### src/rtl/rr_grant_ctrl.sv
// Transaction-holding round-robin controller wrapped around a combinational rotate arbiter.
// Optional forced release after TIMEOUT held cycles is enabled by defining RR_GRANT_TIMEOUT_EN.
module rr_grant_ctrl #(
    parameter int N       = 8,
    parameter int TIMEOUT = 64
) (
    input  logic                 clk,
    input  logic                 rst,
    input  logic [N-1:0]         req,
    input  logic [N-1:0]         gnt_in,
    input  logic                 done,
    output logic [$clog2(N)-1:0] req_pnt,
    output logic [N-1:0]         gnt,
    output logic [$clog2(N)-1:0] gnt_idx,
    output logic                 gnt_vld,
    output logic                 err,
    output logic                 timeout
);
    localparam int W = $clog2(N);
    localparam logic [W-1:0] LAST = W'(N - 1);

    typedef enum logic {IDLE, BUSY} state_t;

    state_t         state_reg, state_next;
    logic [N-1:0]   gnt_reg, gnt_next;
    logic [W-1:0]   idx_reg, idx_next;
    logic [W-1:0]   pnt_reg, pnt_next;
    logic           err_reg, err_next;
    logic           timeout_reg, timeout_next;

    logic [W-1:0]   enc;
    logic           multi_hot;
    logic           stray_bit;
    logic           err_det;
    logic           normal_rel;
    logic           forced_rel;

    always_comb begin
        enc = '0;
        for (int i = 0; i < N; i++) begin
            if (gnt_in[i]) begin
                enc = enc | W'(i);
            end
        end
    end

    // A zero grant against live requests only counts as a fault while waiting to arbitrate.
    assign multi_hot  = (gnt_in & (gnt_in - 1'b1)) != '0;
    assign stray_bit  = |(gnt_in & ~req);
    assign err_det    = multi_hot | stray_bit |
                        ((state_reg == IDLE) && (|req) && (gnt_in == '0));
    assign normal_rel = done | ~req[idx_reg];

`ifdef RR_GRANT_TIMEOUT_EN
    localparam int CW = $clog2(TIMEOUT + 1);

    logic [CW-1:0] cnt_reg, cnt_next;

    assign forced_rel = (state_reg == BUSY) && !normal_rel &&
                        (cnt_reg == CW'(TIMEOUT - 1));

    always_comb begin
        cnt_next = '0;
        if (state_reg == BUSY) begin
            cnt_next = cnt_reg + 1'b1;
        end
    end

    always_ff @(posedge clk or posedge rst) begin
        if (rst) begin
            cnt_reg <= '0;
        end else begin
            cnt_reg <= cnt_next;
        end
    end
`else
    assign forced_rel = 1'b0;
`endif

    always_comb begin
        state_next   = state_reg;
        gnt_next     = gnt_reg;
        idx_next     = idx_reg;
        pnt_next     = pnt_reg;
        err_next     = err_reg | err_det;
        timeout_next = 1'b0;
        case (state_reg)
            IDLE: begin
                if ((|req) && !err_det) begin
                    gnt_next   = gnt_in;
                    idx_next   = enc;
                    state_next = BUSY;
                end
            end
            BUSY: begin
                // Advancing past the owner gives it the lowest priority next round.
                if (normal_rel || forced_rel) begin
                    gnt_next     = '0;
                    pnt_next     = (idx_reg == LAST) ? '0 : idx_reg + 1'b1;
                    timeout_next = forced_rel;
                    state_next   = IDLE;
                end
            end
            default: state_next = IDLE;
        endcase
    end

    always_ff @(posedge clk or posedge rst) begin
        if (rst) begin
            state_reg   <= IDLE;
            gnt_reg     <= '0;
            idx_reg     <= '0;
            pnt_reg     <= '0;
            err_reg     <= 1'b0;
            timeout_reg <= 1'b0;
        end else begin
            state_reg   <= state_next;
            gnt_reg     <= gnt_next;
            idx_reg     <= idx_next;
            pnt_reg     <= pnt_next;
            err_reg     <= err_next;
            timeout_reg <= timeout_next;
        end
    end

    assign req_pnt = pnt_reg;
    assign gnt     = gnt_reg;
    assign gnt_idx = idx_reg;
    assign gnt_vld = |gnt_reg;
    assign err     = err_reg;
    assign timeout = timeout_reg;
endmodule

### config.mk
export PLATFORM = sky130hd
export DESIGN_NAME = rr_grant_ctrl
export DESIGN_NICKNAME = d
export VERILOG_FILES = /design/src/rtl/rr_grant_ctrl.sv
export SDC_FILE = /design/constraint.sdc
export NUM_CORES = 1
export LEC_CHECK = 0
export CORE_MARGIN = 5
export CORE_UTILIZATION = 44
export DETAILED_ROUTE_END_ITERATION = 8
export PLACE_DENSITY_LB_ADDON = 0.2
export SYNTH_ARGS = -nofsm -noshare
export SYNTH_HDL_FRONTEND = slang
export SYNTH_SLANG_ARGS = --single-unit
### constraint.sdc
create_clock -name clk -period 2.4 [get_ports clk]
set_clock_uncertainty 0.15 [all_clocks]
set_input_delay 0.48 -clock clk [delete_from_list [all_inputs] [get_ports clk]]
set_output_delay 0.48 -clock clk [all_outputs]
set_load 0.005 [all_outputs]
==> flow_summary.json <==
{
  "insertion_delay_ps": 280,
  "cts_hold_buf": 0,
  "total_power_uw": 709,
  "initial_core_util": 0.458,
  "cts_root_buf": "clkbuf_4",
  "multiInputGateArea_um2": 553,
  "grt_pass1_wl_um": 4250,
  "ys_async_sr_fraction": 1.00,
  "area_delta_synth_final_pct": 48.0,
  "vias_per_cell": 5.24,
  "rows": 17,
  "synth_flop_cell": "dfrtp_1",
  "regArea_um2": 400,
  "maxSlewViolCount": 0,
  "synth.most_common_cell": "dfrtp_1",
  "status": "complete, no violations",
  "setup_viol": 0,
  "cp_data_arrival_time_ps": 2300,
  "yosysUniqueCellTypes": 31,
  "die-width_um": 58.0,
  "dieArea_mm2": 0.00336,
  "synth_area_leader_cell": "dfrtp_1",
  "timing.fmax_mhz": 440,
  "syn_area_per_cell_um2": 10.6,
  "cts_setup_buffers": 0,
  "grt_usage": 0.163,
  "max_cap_violations": 0,
  "pwr_density_cell_mw_per_mm2": 473,
  "h-tree-depth": 1,
  "p_leak_nw": 0.691,
  "hpwlAfterDp_um": 2090,
  "drc": 0,
  "nets": 167,
  "syn_nets": 117,
  "grt_max_degree": 17,
  "io-pin-count": 36,
  "slew_headroom": 0.573,
  "cts_tree": "built",
  "synth-edff-count": 0,
  "rrSetupSlack_ps": 460,
  "final.fill_count": 192,
  "vias": 907,
  "grt_overflow": 0,
  "dp_slack_ps": -247,
  "core-area_mm2": 0.00221,
  "first_iter_violations": 8,
  "drive_gt1_frac": 0.241,
  "fin_setup_tns_ps": 0,
  "largest_reg_flops": 8,
  "netlist_top_cells_count": "dfrtp_1 (16), mux2_4 (9), inv_1 (8), nor2b_1 (8), nor2_1 (7)",
  "hold_path.class": "flop to flop",
  "yosysSeqAreaShare": 0.395,
  "place_inst": 169,
  "synth_area_mm2": 0.00101,
  "crit_required_ps": 2430,
  "grt_pass1_vias": 927,
  "clk_pin_slew_worst_paths_ps": 90,
  "ys_ff_latch": 16,
  "dpl_cell_area_mm2": 0.00146,
  "stdcell_count": 173,
  "grt_setup_unrepaired": "false",
  "start_kind": "primary input",
  "finalHoldViolations": 0,
  "antenna_found_initial": 0,
  "wirelength_um": 2560,
  "fin_area_mm2": 0.00150,
  "synthCells": 96,
  "cts_buffer_depth": 2,
  "gp_congestion": 0.830,
  "cts_buffers": 3,
  "worst-path-max-fanout": 4,
  "worst_pin_slew_ps": 640,
  "yosysTopAreaCellShare": 0.395,
  "fin_crit_sh": 0.947,
  "clock_sinks": 16,
  "synth_area_leaders": "dfrtp_1 (40%), mux2_4 (13%), mux2i_1 (4.9%), nor2b_1 (4.9%), nor4_1 (3.1%)",
  "io_buffers": 34,
  "endpoint_kind": "flop",
  "period_minus_slack_ps": 2270,
  "routedWlPerCell_um": 14.8,
  "crit_type": "primary input to flop",
  "ys_warn_count": 0,
  "ant_nets": 0,
  "ir_worst_vdd_v": 0.000495,
  "diodes": 0,
  "first_pass_iters": 4,
  "finalWorstSetupSlack_ps": 128,
  "die_h_um": 58.0
}
-- critical path: stages --
cell and delay, ps:
clkdlybuf4s50_1 470, nor3_2 220, nand2_1 100, o21ai_1 150, nand4_1 150, nor3_2 210
buf_4 190, mux2_2 330
-- final cells by class --
| cell class | instances | area share |
|---|---|---|
| flip-flops and latches | 16 | 0.267 |
| multi-input cells | 69 | 0.369 |
| well taps | 28 | 0.0234 |
| repair buffers | 48 | 0.297 |
| clock buffers | 4 | 0.0242 |
| inverters | 8 | 0.0200 |
-- repair_timing --
action | CTS | global route
resized for setup | 0 | 0
hold endpoints to repair | 0 | 0
setup endpoints to repair | 0 | 8
-- worst paths after layout --
kind	startpoint	to	cells past startpoint
worst max-delay path	gnt_in[1]	gnt[3]	8
worst min-delay path	err	err	1
worst max register to register	gnt_idx[0]	req_pnt[1]	6
worst min register to register	err	err	1
max in group asynchronous	rst	req_pnt[1]	2
min in group asynchronous	rst	req_pnt[2]	2
-- metrics by stage --
| stage | utilization | hold WS, ps |
|---|---|---|
| 3_5_place_dp | 0.662 | 311 |
| 4_1_cts | 0.678 | 343 |
| 6_report | 0.678 | 337 |
| 2_1_floorplan | - | 244 |
| 5_1_grt | 0.678 | 374 |
| 3_3_place_gp | 0.662 | 334 |
-- kinds of logic (layout without fill, tap and decap cells) --
group	Yosys count	count (layout)	share of synthesized area
simple gates	36	36	0.199
mux	17	17	0.227
flops	16	16	0.395
compound gates	13	13	0.0914
buf+inv	11	60	0.0593
fa+ha+maj	2	2	0.0247
other cells	1	1	0.00370
-- placed cells by master (no fill, tap or decap), types with 2 or more instances in the layout --
cell type	netlist	final
clkdlybuf4s50_1	0	34
dfrtp_1	16	16
buf_4	1	14
mux2_4	9	9
inv_1	8	8
nor2b_1	8	8
nor2_1	7	7
nand2_1	6	6
mux2i_1	5	5
nor4_1	5	5
clkbuf_4	0	3
nor3_2	2	2
o21ai_0	2	2
o22ai_1	2	2
nand4_1	2	2
a21oi_1	2	2
nand2b_1	2	2
mux2_2	2	2
ha_1	2	2
-- layer usage --
metal | vias to the layer above | global-route usage | wire length, um | share of wire
met2 | 36 | 0.261 | 1180 | 0.46
met1 | 434 | 0.221 | 1190 | 0.46
met5 | - | 0 | 0 | 0
met4 | 0 | 0.00993 | 0 | 0
met3 | 0 | 0.0579 | 196 | 0.076
li1 | 437 | - | - | -
-- power breakdown --
| part | internal [mW] | switching [mW] |
|---|---|---|
| sequential | 0.292 | 0.0187 |
| clock | 0.0924 | 0.0848 |
| combinational | 0.143 | 0.0780 |
| total | 0.527 | 0.182 |
No activity file was read; power rests on OpenSTA's default activity.
